[src/rtl/pixel_mem_pkg.sv]
// Shared types and default widths for the pixel RAM arbiter and its CPU-side users.
package pixel_mem_pkg;

  localparam int DEF_ADDR_W = 16;
  localparam int DEF_DATA_W = 8;

  typedef enum logic {
    ARB_IDLE,
    ARB_CLEAR
  } arb_state_t;

  typedef enum logic [1:0] {
    GNT_NONE,
    GNT_SCAN,
    GNT_CLEAR,
    GNT_CPU
  } grant_t;

endpackage

[src/rtl/pixel_mem_arbiter_if.sv]
// Requester and RAM-side signals of the pixel arbiter.
// The slave modport is the arbiter's view; the master modport is the surrounding system's view.
interface pixel_mem_arbiter_if
  import pixel_mem_pkg::*;
#(
  parameter int ADDR_W = DEF_ADDR_W,
  parameter int DATA_W = DEF_DATA_W
) ();

  logic              scan_req;
  logic [ADDR_W-1:0] scan_addr;
  logic              scan_valid;
  logic [DATA_W-1:0] scan_pixel;
  logic              cpu_we;
  logic [ADDR_W-1:0] cpu_addr;
  logic [DATA_W-1:0] cpu_data;
  logic              cpu_stall;
  logic              clear_start;
  logic              clear_busy;
  logic              clear_done;
  logic [ADDR_W-1:0] mem_addr;
  logic [DATA_W-1:0] mem_wdata;
  logic              mem_wren;
  logic [DATA_W-1:0] mem_rdata;

  modport master (
    output scan_req, scan_addr, cpu_we, cpu_addr, cpu_data, clear_start, mem_rdata,
    input  scan_valid, scan_pixel, cpu_stall, clear_busy, clear_done,
           mem_addr, mem_wdata, mem_wren
  );

  modport slave (
    input  scan_req, scan_addr, cpu_we, cpu_addr, cpu_data, clear_start, mem_rdata,
    output scan_valid, scan_pixel, cpu_stall, clear_busy, clear_done,
           mem_addr, mem_wdata, mem_wren
  );

endinterface

[src/rtl/pixel_wr_fifo.sv]
// Synchronous FIFO of buffered CPU pixel writes; head is the oldest entry.
// Pushes while full and pops while empty are ignored; full/empty are registered.
module pixel_wr_fifo #(
  parameter int WIDTH = 24,
  parameter int DEPTH = 4
) (
  input  logic             clk,
  input  logic             reset,
  input  logic             push,
  input  logic             pop,
  input  logic [WIDTH-1:0] wdata,
  output logic             full,
  output logic             empty,
  output logic [WIDTH-1:0] head
);

  localparam int PTR_W = $clog2(DEPTH);
  localparam logic [PTR_W:0] CNT_FULL = (PTR_W+1)'(DEPTH);

  logic [WIDTH-1:0] r_mem [DEPTH];
  logic [PTR_W-1:0] r_wr_ptr;
  logic [PTR_W-1:0] r_rd_ptr;
  logic [PTR_W:0]   r_count;
  logic [PTR_W:0]   w_count_nxt;
  logic             r_full;
  logic             r_empty;
  logic             w_push;
  logic             w_pop;

  assign w_push = push && !r_full;
  assign w_pop  = pop && !r_empty;

  always_comb begin
    w_count_nxt = r_count;
    if (w_push && !w_pop) begin
      w_count_nxt = r_count + (PTR_W+1)'(1);
    end else if (!w_push && w_pop) begin
      w_count_nxt = r_count - (PTR_W+1)'(1);
    end
  end

  always_ff @(posedge clk) begin
    if (reset) begin
      r_wr_ptr <= '0;
      r_rd_ptr <= '0;
      r_count  <= '0;
      r_full   <= 1'b0;
      r_empty  <= 1'b1;
    end else begin
      if (w_push) r_wr_ptr <= r_wr_ptr + PTR_W'(1);
      if (w_pop)  r_rd_ptr <= r_rd_ptr + PTR_W'(1);
      r_count <= w_count_nxt;
      r_full  <= (w_count_nxt == CNT_FULL);
      r_empty <= (w_count_nxt == '0);
    end
  end

  // Storage is not reset; the empty flag guards every read of it.
  always_ff @(posedge clk) begin
    if (w_push) r_mem[r_wr_ptr] <= wdata;
  end

  assign full  = r_full;
  assign empty = r_empty;
  assign head  = r_mem[r_rd_ptr];

endmodule

[src/rtl/pixel_mem_arbiter.sv]
// Shares one single-port pixel RAM between scan-out reads, buffered CPU writes and a frame-clear sweep.
// Fixed priority scan > clear > CPU; the CPU is stalled only when its write buffer is full.
module pixel_mem_arbiter
  import pixel_mem_pkg::*;
#(
  parameter int                ADDR_W      = DEF_ADDR_W,
  parameter int                DATA_W      = DEF_DATA_W,
  parameter int                FIFO_DEPTH  = 4,
  parameter logic [DATA_W-1:0] CLEAR_VALUE = '0
) (
  input logic                clk,
  input logic                reset,
  pixel_mem_arbiter_if.slave bus
);

  arb_state_t         r_state;
  arb_state_t         w_state_nxt;
  grant_t             w_grant;
  logic [ADDR_W-1:0]  r_clr_cnt;
  logic [ADDR_W-1:0]  r_last_addr;
  logic               r_scan_valid;
  logic               r_clear_done;
  logic               w_clr_last;
  logic [ADDR_W-1:0]  w_addr;
  logic [DATA_W-1:0]  w_wdata;
  logic               w_wren;
  logic               w_fifo_full;
  logic               w_fifo_empty;
  logic               w_push;
  logic               w_pop;
  logic [ADDR_W+DATA_W-1:0] w_head;

  assign w_clr_last = (r_clr_cnt == '1);
  assign w_push     = bus.cpu_we && !w_fifo_full;
  assign w_pop      = (w_grant == GNT_CPU);

  pixel_wr_fifo #(
    .WIDTH (ADDR_W + DATA_W),
    .DEPTH (FIFO_DEPTH)
  ) u_wr_fifo (
    .clk   (clk),
    .reset (reset),
    .push  (w_push),
    .pop   (w_pop),
    .wdata ({bus.cpu_addr, bus.cpu_data}),
    .full  (w_fifo_full),
    .empty (w_fifo_empty),
    .head  (w_head)
  );

  always_ff @(posedge clk) begin
    if (reset) begin
      r_state <= ARB_IDLE;
    end else begin
      r_state <= w_state_nxt;
    end
  end

  always_comb begin
    w_state_nxt = r_state;
    w_grant     = GNT_NONE;
    if (bus.scan_req) begin
      w_grant = GNT_SCAN;
    end else if (r_state == ARB_CLEAR) begin
      w_grant = GNT_CLEAR;
    end else if (!w_fifo_empty) begin
      w_grant = GNT_CPU;
    end

    case (r_state)
      ARB_IDLE:  if (bus.clear_start) w_state_nxt = ARB_CLEAR;
      ARB_CLEAR: if (w_grant == GNT_CLEAR && w_clr_last) w_state_nxt = ARB_IDLE;
      default:   w_state_nxt = ARB_IDLE;
    endcase
  end

  // Idle cycles keep the previous address so the RAM address bus does not toggle.
  always_comb begin
    w_addr  = r_last_addr;
    w_wdata = '0;
    w_wren  = 1'b0;
    case (w_grant)
      GNT_SCAN: begin
        w_addr = bus.scan_addr;
      end
      GNT_CLEAR: begin
        w_addr  = r_clr_cnt;
        w_wdata = CLEAR_VALUE;
        w_wren  = 1'b1;
      end
      GNT_CPU: begin
        w_addr  = w_head[ADDR_W+DATA_W-1:DATA_W];
        w_wdata = w_head[DATA_W-1:0];
        w_wren  = 1'b1;
      end
      default: ;
    endcase
  end

  always_ff @(posedge clk) begin
    if (reset) begin
      r_clr_cnt    <= '0;
      r_last_addr  <= '0;
      r_scan_valid <= 1'b0;
      r_clear_done <= 1'b0;
    end else begin
      if (r_state == ARB_IDLE && bus.clear_start) begin
        r_clr_cnt <= '0;
      end else if (w_grant == GNT_CLEAR) begin
        r_clr_cnt <= r_clr_cnt + ADDR_W'(1);
      end
      r_last_addr  <= w_addr;
      r_scan_valid <= bus.scan_req;
      r_clear_done <= (w_grant == GNT_CLEAR) && w_clr_last;
    end
  end

  assign bus.mem_addr   = reset ? '0 : w_addr;
  assign bus.mem_wdata  = reset ? '0 : w_wdata;
  assign bus.mem_wren   = reset ? 1'b0 : w_wren;
  assign bus.scan_valid = r_scan_valid;
  assign bus.scan_pixel = r_scan_valid ? bus.mem_rdata : '0;
  assign bus.cpu_stall  = w_fifo_full;
  assign bus.clear_busy = (r_state == ARB_CLEAR);
  assign bus.clear_done = r_clear_done;

endmodule

[src/flat_wrapper.sv]
// flat-port wrapper written by rule: the top's interface ports become plain ports
module pixel_mem_arbiter_flat import pixel_mem_pkg::*;
#(
  parameter int                ADDR_W      = DEF_ADDR_W,
  parameter int                DATA_W      = DEF_DATA_W,
  parameter int                FIFO_DEPTH  = 4,
  parameter logic [DATA_W-1:0] CLEAR_VALUE = '0
)
  (clk, reset, bus_scan_req, bus_scan_addr, bus_cpu_we, bus_cpu_addr, bus_cpu_data, bus_clear_start, bus_mem_rdata, bus_scan_valid, bus_scan_pixel, bus_cpu_stall, bus_clear_busy, bus_clear_done, bus_mem_addr, bus_mem_wdata, bus_mem_wren);
  pixel_mem_arbiter_if #(.ADDR_W(ADDR_W), .DATA_W(DATA_W)) bus_i ();
  input logic clk;
  input logic reset;
  input wire logic [$bits(bus_i.scan_req)-1:0] bus_scan_req;
  input wire logic [$bits(bus_i.scan_addr)-1:0] bus_scan_addr;
  input wire logic [$bits(bus_i.cpu_we)-1:0] bus_cpu_we;
  input wire logic [$bits(bus_i.cpu_addr)-1:0] bus_cpu_addr;
  input wire logic [$bits(bus_i.cpu_data)-1:0] bus_cpu_data;
  input wire logic [$bits(bus_i.clear_start)-1:0] bus_clear_start;
  input wire logic [$bits(bus_i.mem_rdata)-1:0] bus_mem_rdata;
  output wire logic [$bits(bus_i.scan_valid)-1:0] bus_scan_valid;
  output wire logic [$bits(bus_i.scan_pixel)-1:0] bus_scan_pixel;
  output wire logic [$bits(bus_i.cpu_stall)-1:0] bus_cpu_stall;
  output wire logic [$bits(bus_i.clear_busy)-1:0] bus_clear_busy;
  output wire logic [$bits(bus_i.clear_done)-1:0] bus_clear_done;
  output wire logic [$bits(bus_i.mem_addr)-1:0] bus_mem_addr;
  output wire logic [$bits(bus_i.mem_wdata)-1:0] bus_mem_wdata;
  output wire logic [$bits(bus_i.mem_wren)-1:0] bus_mem_wren;
  assign bus_i.scan_req = bus_scan_req;
  assign bus_i.scan_addr = bus_scan_addr;
  assign bus_i.cpu_we = bus_cpu_we;
  assign bus_i.cpu_addr = bus_cpu_addr;
  assign bus_i.cpu_data = bus_cpu_data;
  assign bus_i.clear_start = bus_clear_start;
  assign bus_i.mem_rdata = bus_mem_rdata;
  assign bus_scan_valid = bus_i.scan_valid;
  assign bus_scan_pixel = bus_i.scan_pixel;
  assign bus_cpu_stall = bus_i.cpu_stall;
  assign bus_clear_busy = bus_i.clear_busy;
  assign bus_clear_done = bus_i.clear_done;
  assign bus_mem_addr = bus_i.mem_addr;
  assign bus_mem_wdata = bus_i.mem_wdata;
  assign bus_mem_wren = bus_i.mem_wren;
  pixel_mem_arbiter #(.ADDR_W(ADDR_W), .DATA_W(DATA_W), .FIFO_DEPTH(FIFO_DEPTH), .CLEAR_VALUE(CLEAR_VALUE)) u_core (.clk(clk), .reset(reset), .bus(bus_i));
endmodule
[config.mk]
export PLATFORM = sky130hd
export DESIGN_NAME = pixel_mem_arbiter_flat
export DESIGN_NICKNAME = d
export VERILOG_FILES = /design/src/rtl/pixel_mem_pkg.sv /design/src/rtl/pixel_mem_arbiter_if.sv /design/src/rtl/pixel_wr_fifo.sv /design/src/rtl/pixel_mem_arbiter.sv /design/src/flat_wrapper.sv
export SDC_FILE = /design/constraint.sdc
export NUM_CORES = 1
export LEC_CHECK = 0
export CORE_UTILIZATION = 40
export DETAILED_ROUTE_END_ITERATION = 8
export PLACE_DENSITY_LB_ADDON = 0.1
export SETUP_SLACK_MARGIN = 0.02
export SLEW_MARGIN = 20
export SYNTH_ARGS = -nofsm -noshare
export SYNTH_HDL_FRONTEND = slang
export SYNTH_SLANG_ARGS = --single-unit
[constraint.sdc]
create_clock -name clk -period 1.8 [get_ports clk]
set_input_delay 0.18 -clock clk [delete_from_list [all_inputs] [get_ports clk]]
set_output_delay 0.18 -clock clk [all_outputs]
set_load 0.01 [all_outputs]
Yosys cells after proc, flatten, opt, wreduce, memory -nomap -nowiden

Memory sizes are Yosys's and may differ from the RTL's. A register that Yosys moved wholly into a read port is not among the register bits.
Cells that the tools add are included.
W data, S select, Z words.

Flip-flop bits (word level): 44
RAM bits: 96
Output and inout bits: 37
Word-level logic and storage cells: 55
Memories: 1

Memory list:

| memory                 | depth | bits a word | read ports | clocked after memory_dff | write ports | RTL line            | source |
|---|---|---|---|---|---|---|---|
| u_core.u_wr_fifo.r_mem | 4     | 24          | 1          | 1                        | 1           | pixel_wr_fifo.sv:20 | `logic [WIDTH-1:0] r_mem [DEPTH];` |

$add $sub $neg: 5
Equal/unequal tests: 5
Mux-type cells: 19
Bitwise logic cells: 1
Reductions and logical operators: 14

Operator list:

| cell                    | count |
|---|---|
| $pmux W16 S3            | 1 |
| $mux W8                 | 3 |
| $add A16 B1 Y16 const B | 1 |
| $eq A16 B16 Y1 const B  | 1 |
| $mux W16                | 1 |
| $mux W2                 | 5 |
| $logic_and A1 B1 Y1     | 7 |
| $mux W1                 | 6 |
| $mux W3                 | 2 |
| $add A2 B1 Y2 const B   | 2 |
| $eq A2 B2 Y1 const B    | 2 |
| $logic_not A1 Y1        | 4 |
| $reduce_or A2 Y1        | 2 |
| $add A3 B1 Y3 const B   | 1 |
| $eq A3 B3 Y1 const B    | 1 |
| $logic_not A3 Y1        | 1 |
| $sub A3 B1 Y3 const B   | 1 |
| $eq A2 B1 Y1 const B    | 1 |
| $pmux W1 S2             | 1 |
| $not A1 Y1              | 1 |

Longest topological paths before layout

Gate-level depths: netlist (run 1).

Depth in word-level cells: 9
Mapped depth: 7
Mapped depth without buffers: 7

Cells and area by module

Synthesis (run 1) repeated with hierarchy kept, for this count alone.

Cells, all modules: 429
Area total of the unflattened synthesis: 5940.7 um2

Modules (own cells, without submodules):

| module            | times used | cells each | area each (um2) | sequential area each (um2) |
|---|---|---|---|---|
| pixel_wr_fifo     | 1          | 196        | 4086.4          | 3103.0 |
| pixel_mem_arbiter | 1          | 233        | 1854.3          | 700.7 |

Least setup slack after synthesis (run 1)

OpenSTA, ideal clock, no wires.

Kind: reg2out
From: reg u_core.r_state, in the netlist u_core.bus.clear_busy
To: out bus_mem_addr[10]
Data arrival time: 1.673 ns
Required time: 1.620 ns
Slack: -0.053 ns
Cell stages (with the launch flop): 6
Buffers on the path: 2
Path through: dfxtp_1 -> clkbuf_1 -> nand2_1 -> clkbuf_1 -> o22ai_1 -> a211oi_1

Cells in the longest elaborated chain, start to end: 5

Ends and longest elaborated chain:

| element                                             | RTL line                | source |
|---|---|---|
| start: declaration                                  | pixel_mem_arbiter.sv:16 | `arb_state_t r_state;` |
| start signal: assignment                            | pixel_mem_arbiter.sv:55 | `r_state <= w_state_nxt;` |
| $mux W2 (*)                                         | pixel_mem_arbiter.sv:64 | `end else if (r_state == ARB_CLEAR) begin` |
| $mux W2 (*)                                         | pixel_mem_arbiter.sv:62 | `if (bus.scan_req) begin` |
| $eq A2 B2 Y1 / $eq A2 B1 Y1 (equally long branches) | pixel_mem_arbiter.sv:82 | `case (w_grant)` |
| $pmux W16 S3 (*)                                    | pixel_mem_arbiter.sv:82 |  |
| $mux W16 (*)                                        | -                       |  |
| end: declaration                                    | flat_wrapper.sv:25      | `output wire logic [$bits(bus_i.mem_addr)-1:0] bus_mem_addr;` |

Mark *: on every way between the ends. The rest lies on a longest branch, timed or not.

==> impl_metrics.ini, run 1 <==
[floorplan]
pin_count = 90
num_rows = 43
fp.coreArea_um2 = 14000
die_h_um = 122
die-area_um2 = 15000
start_util_pct = 41.4
fp.dieW_um = 122

[finish]
final_cells = 718
fin_nets = 587
area_delta_synth_final_pct = 37.1
drive_above_1_share_pct = 28.4
multiInputGateArea_um2 = 2010
diodes = 0
fill_cells = 1165
design_area_um2 = 7950
register_area_um2 = 3810

[timing]
tightest_slew_ns = 0.418
slew_headroom_pct = 71.8
finalCriticalPeriod_ns = 2.15
fmax_mhz = 466
setup_viol = 24
finalHoldViolCount = 0
slew_violations = 0
post-route-period-util_pct = 119
fin_skew_ns = 0.00634
rsz0062_at_grt = yes
setup_ws_ns = -0.347

[logic_synthesis]
async_flop_share_pct = 0
synth-edff-count = 96
avgSynthCellArea_um2 = 14.8
synth_top_area_share_pct = 49.7
synthDistinctLibCells = 43
synth-seq-cells = 142
netlist_instances = 392
synth_seq_area_share_pct = 65.6
yosysWarnings = 0
synth_ff_type = edfxtp_1
synth_common_cells = edfxtp_1, dfxtp_1, a21oi_1, mux4_2
synth_fp_nets = 452
syn_area_um2 = 5800
synth_area_leaders = edfxtp_1, dfxtp_1, mux4_2
yosys.area.top_type = edfxtp_1
yosys.cell_count.top_type = edfxtp_1

[worst_setup_path]
worstPathRequired_ns = 1.62
rr_worst_depth = 6
r2r_slack_ns = 0.07
path_class = flip-flop to output pin
cp_data_arrival_time_ns = 1.97
cp_max_fo = 8
setup.worst_path.start_class = flip-flop
end_kind = output pin

[clocking]
clk_latency_ns = 0.41
cts_tree = built
htreeDepth = 4
cts_buffers = 17
cts_buffer_depth = 2
cts_sinks = 142
cts-root-buf = clkbuf_16
hold_buffers = 0
path_clk_slew_ns = 0.05

[place]
dpl-instance-area_um2 = 7260
dp_hpwl_um = 8780
portBuffers = 89
finalWeightedCongestion = 0.804
dpl.cell_count = 684

[detailed_routing]
drc = 0
viasPerCell = 5.24
routed_wirelength_um = 13100
ant_nets = 0
vias = 3761
drt_iter0_drc = 239
drtPass1Iterations = 4
wire_per_inst_um = 18.3

[grt]
antenna_found_initial = 0
grt_pass1_wl_um = 20100
overflow = 0
grt_pass1_vias = 3700
grtUsageTotal_pct = 18.4
grt_max_degree = 25

[power_and_ir_drop]
max-vdd-ir-drop_mv = 1.23
leakage_uw = 0.00285
p_per_area_nw_per_um2 = 1080
total_power_uw = 8590
power_frac_seq_pct = 44.2
power_frac_comb_pct = 16.1
p_sw_share_pct = 23.2
cellInternalPower_uw = 6600
power_switching_uw = 1990
p_clk_share_pct = 39.7

[status]
status = complete, but fails checks
violations = negative setup slack

[worst_hold_path]
holdPathStages = 1
hold_path_class = input port to flip-flop

[flow_run]
maxCapViolCount = 0
==> layer usage <==
layer | GRT usage [%] | vias to the layer above | wire length, µm
met1 | 24.0 | 1880 | 6020
met3 | 5.39 | 6 | 539
met4 | 5.49 | 0 | 78
met5 | 0 | - | 0
li1 | - | 1798 | -
met2 | 29.7 | 77 | 6500
==> power by group through the flow <==
| stage | clock network [µW] | registers [µW] | logic, µW |
|---|---|---|---|
| final | 3410 | 3800 | 1380 |
| after global routing | 3600 | 3820 | 1490 |
| after CTS | 3470 | 3800 | 1340 |
| after detailed placement | 0 | 3860 | 1310 |
| after global placement | 0 | 3850 | 1300 |
| after floorplan | 0 | 3830 | 705 |
==> logic make-up (layout without fill, tap and decap cells) <==
group                      count (synthesis)  after routing  synth area share (%)
muxes                                     42             42                  12.4
adders and majority gates                  7              7                  1.51
buffers and inverters                     26            172                  1.81
xor gates and xnor gates                  13             13                  1.96
and+or+nand+nor                           91             91                  9.05
AOI/OAI and AO/OA                         71             71                  7.60
DFF                                      142            142                  65.6
==> flip-flops by register name, summed over array words and instances (netlist names), named ones only <==
| signal | count |
|---|---|
| u_core.u_wr_fifo.r_mem | 96 |
| u_core.bus.clear_done | 1 |
| u_core.bus.clear_busy | 1 |
| u_core.r_clr_cnt | 16 |
| u_core.u_wr_fifo.empty | 1 |
| u_core.u_wr_fifo.r_rd_ptr | 2 |
| u_core.r_last_addr | 16 |
| u_core.u_wr_fifo.full | 1 |
| u_core.bus.scan_valid | 1 |
| u_core.u_wr_fifo.r_count | 3 |
| u_core.u_wr_fifo.r_wr_ptr | 2 |
==> worst max-delay path: stages (launching register included) <==
cell	delay, ns
dfxtp_4	0.40
buf_12	0.15
mux4_2	0.56
mux2i_2	0.19
a211oi_2	0.11
buf_2	0.15
==> per-stage QoR <==
stage / hold slack (ns) / setup TNS, ns / setup slack [ns] / util, %
final: 0.405 / -6.28 / -0.347 / 56.8
after global routing: 0.391 / -8.07 / -0.420 / 56.8
after global placement: 0.492 / -13.00 / -0.590 / 51.9
after CTS: 0.384 / -7.26 / -0.398 / 56.1
after detailed placement: 0.512 / -12.97 / -0.578 / 51.9
after floorplan: 0.279 / 0 / 0.0202 / -
==> layout make-up <==
cell class                      instances  area share, %
Tap cell                              180           2.83
Clock buffer                           18           5.40
Sequential cell                       142           48.0
Inverter                                7          0.331
Timing Repair Buffer                  135           16.3
Multi-Input combinational cell        224           25.3
Clock inverter                         12           1.86
==> cells in the final DEF (no fill, tap or decap), types with 7 or more instances in the layout <==
cell type,Yosys,final
buf_4,0,31
buf_2,6,19
buf_6,0,9
mux4_2,24,24
xor2_1,7,7
a211oi_2,0,13
buf_12,0,9
ha_1,7,7
dfxtp_1,46,41
and2_1,14,14
mux2i_1,18,14
clkdlybuf4s50_1,0,64
a21oi_1,26,26
o22ai_1,16,16
nand2_1,12,12
nor2_1,18,18
edfxtp_1,96,96
nor3_1,7,7
clkbuf_16,0,17
==> path summary, 6_finish.rpt <==
check | from | to
worst min-delay path | bus_cpu_addr[3] | u_core.u_wr_fifo.r_mem[3][11]
worst min register to register | u_core.u_wr_fifo.r_wr_ptr[1] | u_core.u_wr_fifo.r_wr_ptr[1]
worst max register to register | flip-flop | u_core.r_last_addr[5]
worst max-delay path | flip-flop | bus_mem_addr[14]
==> repair_timing <==
action	in CTS	in global routing
cloned	1	0
resized for setup	121	25
endpoints found under the setup margin	27	39
endpoints found under the hold margin	0	0
pin swaps	11	11
setup buffers	3	4
Note: power is estimated with default switching activity, not from simulation.
==> run 2: changes to the inputs <==
--- a/config.mk
+++ b/config.mk
@@ -6,7 +6,9 @@
 export NUM_CORES = 1
 export LEC_CHECK = 0
 export CORE_UTILIZATION = 40
+export CTS_CLUSTER_SIZE = 8
 export DETAILED_ROUTE_END_ITERATION = 8
+export MAX_ROUTING_LAYER = met4
 export PLACE_DENSITY_LB_ADDON = 0.1
 export SETUP_SLACK_MARGIN = 0.02
 export SLEW_MARGIN = 20
==> impl_metrics.ini, run 2 (synthesis results as in run 1) <==
[timing]
tightest_slew_ns = 0.421
fin_setup_tns_ns = -6.34
finalHoldViolCount = 0
setup_viol = 24
rsz0062_at_grt = yes
fmax_mhz = 465
post-route-period-util_pct = 120
setup_ws_ns = -0.351
finalCriticalPeriod_ns = 2.15
fin_skew_ns = 0.00511
slew_headroom_pct = 71.6
slew_violations = 0

[worst_setup_path]
crit_end = bus_mem_addr[14]
critical_path.max_stage_delay_ns = 0.56
setup.worst_path.start_class = flip-flop
worstReg2RegEnd = u_core.r_last_addr[5]
crit_slowest_cell = mux4_2
cp_data_arrival_time_ns = 1.97
r2r_slack_ns = 0.08
path_class = flip-flop to output pin
cp_num_cells = 5
cp_max_fo = 8
cp_num_buf_inv = 2
rr_worst_depth = 6
cp_top_family = multiplexers
cp_cell_sequence = buf_12 > mux4_2 > mux2i_2 > a211oi_2 > buf_2
worstPathRequired_ns = 1.62
end_kind = output pin

[grt]
grt_max_degree = 25
grtUsageTotal_pct = 19.0
top_usage_layer = met2
met3_usage_pct = 5.30
antenna_found_initial = 0
overflow = 0
grt_pass1_vias = 3703
grt_use_met2_pct = 29.7
use_met1_pct = 24.1
grt_pass1_wl_um = 20100

[floorplan]
start_util_pct = 41.4
fp.coreArea_um2 = 14000
die-area_um2 = 15000
fp.dieW_um = 122
die_h_um = 122
pin_count = 90
num_rows = 43

[place]
dpl.cell_count = 684
portBuffers = 89
finalWeightedCongestion = 0.816
dp_hpwl_um = 8780

[flow_run]
maxCapViolCount = 0

[detailed_routing]
drtPass1Iterations = 5
routed_wirelength_um = 13100
wire_per_inst_um = 18.3
vias = 3786
viasPerCell = 5.27
drt_iter0_drc = 255
drc = 0
ant_nets = 0

[clocking]
htreeDepth = 4
cts_tree = built
cts-root-buf = clkbuf_16
cts_buffer_depth = 2
cts_buffers = 17
hold_buffers = 0
path_clk_slew_ns = 0.05
clk_latency_ns = 0.41
cts_sinks = 142

[finish]
drive_above_1_share_pct = 28.4
fin_nets = 587
final_cells = 718
area_delta_synth_final_pct = 37.1
top_regs = u_core.u_wr_fifo.r_mem x96, u_core.r_clr_cnt x16, u_core.r_last_addr x16
final_common_cell = edfxtp_1
diodes = 0
largest_register_ffs = 96
layout_common_cells = edfxtp_1, clkdlybuf4s50_1, dfxtp_1
top_register = u_core.u_wr_fifo.r_mem

[power_and_ir_drop]
max-vdd-ir-drop_mv = 1.23
p_per_area_nw_per_um2 = 1080
leakage_uw = 0.00285

[status]
violations = negative setup slack
status = complete, but fails checks

[worst_hold_path]
hold_path_class = input port to flip-flop
run 2: final cells by class:
| cell class | instances | area, µm² |
|---|---|---|
| fill | 1165 | 6040 |
| sequential | 142 | 3810 |
| multi-input combinational | 224 | 2010 |
| timing repair buffer | 135 | 1300 |
| clock buffer | 18 | 429 |
| tap | 180 | 225 |
| clock inverter | 12 | 148 |
| inverter | 7 | 26.3 |
run 2: where the power goes:
group	internal, µW	switching, µW
registers	3710	95.4
logic	745	639
clock network	2150	1270
total	6600	2000
run 2: worst min path at each step:
| stage | cells after the start | slack (ns) | endpoint | start |
|---|---|---|---|---|
| 3_3_place_gp | 2 | 0.49 | u_core.u_wr_fifo.r_wr_ptr[1] | u_core.u_wr_fifo.r_wr_ptr[1] |
| 3_5_place_dp | 2 | 0.51 | u_core.u_wr_fifo.r_wr_ptr[1] | u_core.u_wr_fifo.r_wr_ptr[1] |
| 6_report | 1 | 0.40 | u_core.u_wr_fifo.r_mem[3][11] | bus_cpu_addr[3] |
| 5_1_grt | 1 | 0.39 | u_core.u_wr_fifo.r_mem[1][10] | bus_cpu_addr[2] |
| 4_1_cts | 1 | 0.38 | u_core.u_wr_fifo.r_mem[0][10] | bus_cpu_addr[2] |
| 2_1_floorplan | 0 | 0.28 | u_core.u_wr_fifo.r_mem[0][0] | bus_cpu_data[0] |
run 2: metal layers:
metal | vias to the layer above | routed length [µm]
met5 | - | 0
met2 | 97 | 6490
met3 | 11 | 673
met4 | 0 | 116
met1 | 1883 | 5840
li1 | 1795 | -
run 2: timing repair:
action,CTS,global route
cloned,1,0
endpoints found under the setup margin,27,39
pin swaps,11,11
resized for setup,121,25
setup buffers,3,4
run 2: metrics by stage:
| stage | instance area [µm²] | util [%] | hold WS, ns | power (µW) | worst slack [ns] |
|---|---|---|---|---|---|
| after floorplan | 5800 | - | 0.279 | 4540 | 0.0202 |
| after global placement | 7260 | 51.9 | 0.492 | 5150 | -0.590 |
| after detailed placement | 7260 | 51.9 | 0.512 | 5170 | -0.578 |
| after CTS | 7850 | 56.1 | 0.384 | 8610 | -0.398 |
| after global routing | 7950 | 56.8 | 0.391 | 8910 | -0.420 |
| final | 7950 | 56.8 | 0.401 | 8600 | -0.351 |
==> run 3: changes to the inputs <==
--- a/config.mk
+++ b/config.mk
@@ -5,7 +5,10 @@
 export SDC_FILE = /design/constraint.sdc
 export NUM_CORES = 1
 export LEC_CHECK = 0
+export CAP_MARGIN = 20
+export CORE_MARGIN = 10
 export CORE_UTILIZATION = 40
+export CTS_BUF_LIST = sky130_fd_sc_hd__clkbuf_16
 export CTS_CLUSTER_SIZE = 8
 export DETAILED_ROUTE_END_ITERATION = 8
 export MAX_ROUTING_LAYER = met4
==> impl_metrics.ini, run 3 (synthesis results as in run 1) <==
[clocking]
clk_latency_ns = 0.42
cts_buffers = 17
path_clk_slew_ns = 0.06
cts_buffer_depth = 2
cts_tree = built
htreeDepth = 4
cts-root-buf = clkbuf_16
cts_sinks = 142
hold_buffers = 0

[worst_setup_path]
crit_end = bus_mem_addr[0]
worstReg2RegEnd = u_core.r_clr_cnt[12]
rr_worst_depth = 7
worstPathRequired_ns = 1.62
cp_data_arrival_time_ns = 1.95
path_class = flip-flop to output pin
end_kind = output pin
setup.worst_path.start_class = flip-flop
reg2reg_from = u_core.bus.clear_busy
cp_max_fo = 8
r2r_slack_ns = 0.08

[finish]
largest_register_ffs = 96
fin_nets = 597
final_cells = 730
diodes = 0
utilization_pct = 56.9
top_register = u_core.u_wr_fifo.r_mem
area_delta_synth_final_pct = 37.9
final_common_cell = edfxtp_1
design_area_um2 = 7990
layout_common_cells = edfxtp_1, clkdlybuf4s50_1, buf_4
drive_above_1_share_pct = 28.7
top_regs = u_core.u_wr_fifo.r_mem x96, u_core.r_clr_cnt x16, u_core.r_last_addr x16

[timing]
setup_viol = 24
setup_ws_ns = -0.334
finalHoldViolCount = 0
holdWs_ns = 0.396
fin_skew_ns = 0.00624
rsz0062_at_grt = yes
post-route-period-util_pct = 119
fmax_mhz = 469
tightest_slew_ns = 0.429
slew_headroom_pct = 71.0
finalCriticalPeriod_ns = 2.13
slew_violations = 0

[detailed_routing]
drt_iter0_drc = 219
drtPass1Iterations = 5
routed_wirelength_um = 14000
vias = 3821
viasPerCell = 5.23
wire_per_inst_um = 19.2
drc = 0
ant_nets = 0

[place]
dpl-instance-area_um2 = 7330
finalWeightedCongestion = 0.847
dpl.cell_count = 693
dp_hpwl_um = 9790
portBuffers = 89

[grt]
overflow = 0
grt_pass1_vias = 4015
grtUsageTotal_pct = 14.8
grt_pass1_wl_um = 22300
antenna_found_initial = 0
grt_max_degree = 25

[floorplan]
die-area_um2 = 19700
fp.dieW_um = 140
die_h_um = 140
start_util_pct = 41.3
num_rows = 43
fp.coreArea_um2 = 14000
pin_count = 90

[power_and_ir_drop]
p_per_area_nw_per_um2 = 1070
total_power_uw = 8530
leakage_uw = 0.00292
max-vdd-ir-drop_mv = 0.716

[flow_run]
maxCapViolCount = 0

[status]
violations = negative setup slack
status = complete, but fails checks

[worst_hold_path]
hold_path_class = input port to flip-flop
-- run 3: changes by cell type in the layout (fill, tap and decap cells not counted), sizes merged --
cell and change:
clkinvlp +1, inv +4, buf +10, bufinv -1, clkinv -1, clkdlybuf4s50 -1
dlygate4sd2 +1, clkdlybuf4s15 +1, clkbuf -2
-- run 3: worst min path at each step --
stage | to | slack, ns | depth (start not counted) | from
finish | u_core.u_wr_fifo.r_mem[1][12] | 0.40 | 1 | bus_cpu_addr[4]
global route | u_core.u_wr_fifo.r_mem[0][22] | 0.40 | 1 | bus_cpu_addr[14]
floorplan | u_core.u_wr_fifo.r_mem[0][0] | 0.28 | 0 | bus_cpu_data[0]
CTS | u_core.u_wr_fifo.r_mem[3][12] | 0.38 | 1 | bus_cpu_addr[4]
detailed placement | u_core.u_wr_fifo.r_wr_ptr[1] | 0.49 | 2 | u_core.u_wr_fifo.r_wr_ptr[1]
global placement | u_core.u_wr_fifo.r_wr_ptr[1] | 0.49 | 2 | u_core.u_wr_fifo.r_wr_ptr[1]
-- run 3: cell type report --
| cell class | instances | area [µm²] |
|---|---|---|
| Sequential cell | 142 | 3810 |
| Multi-Input combinational cell | 224 | 1980 |
| Tap cell | 180 | 225 |
| Timing Repair Buffer | 145 | 1380 |
| Clock inverter | 15 | 148 |
| Fill cell | 1140 | 6050 |
| Inverter | 7 | 26.3 |
| Clock buffer | 17 | 425 |
-- run 3: report_power, final --
group / switching, µW / internal, µW / leakage, µW
sequential: 98.7 / 3710 / 0.00126
clock: 1340 / 2030 / 0.000280
combinational: 619 / 738 / 0.00138
total: 2060 / 6470 / 0.00292
-- run 3: worst max-delay path, stage by stage (launching register included) --
cell	delay [ns]
dfxtp_4	0.40
buf_12	0.16
mux4_2	0.55
mux2i_1	0.17
a211oi_2	0.10
buf_2	0.15
-- run 3: layer usage --
layer | GRT usage, % | vias to the layer above | part of all wire [%]
li1 | - | 1818 | -
met1 | 18.1 | 1893 | 45
met2 | 23.3 | 100 | 49
met3 | 4.26 | 10 | 4.8
met4 | 4.73 | 0 | 0.86
met5 | - | - | 0
-- run 3: through the flow --
stage	setup TNS [ns]	worst slack [ns]
floorplan	0	0.0202
global placement	-12.00	-0.485
detailed placement	-12.38	-0.510
CTS	-7.55	-0.358
global route	-8.57	-0.420
finish	-6.66	-0.334
-- run 3: timing repair --
item / 4_1_cts / 5_1_grt
endpoints found under the hold margin: 0 / 0
setup endpoints to repair: 29 / 36
pin swaps: 3 / 8
cloned: 1 / 0
setup buffers: 0 / 5
gates resized for setup: 119 / 23
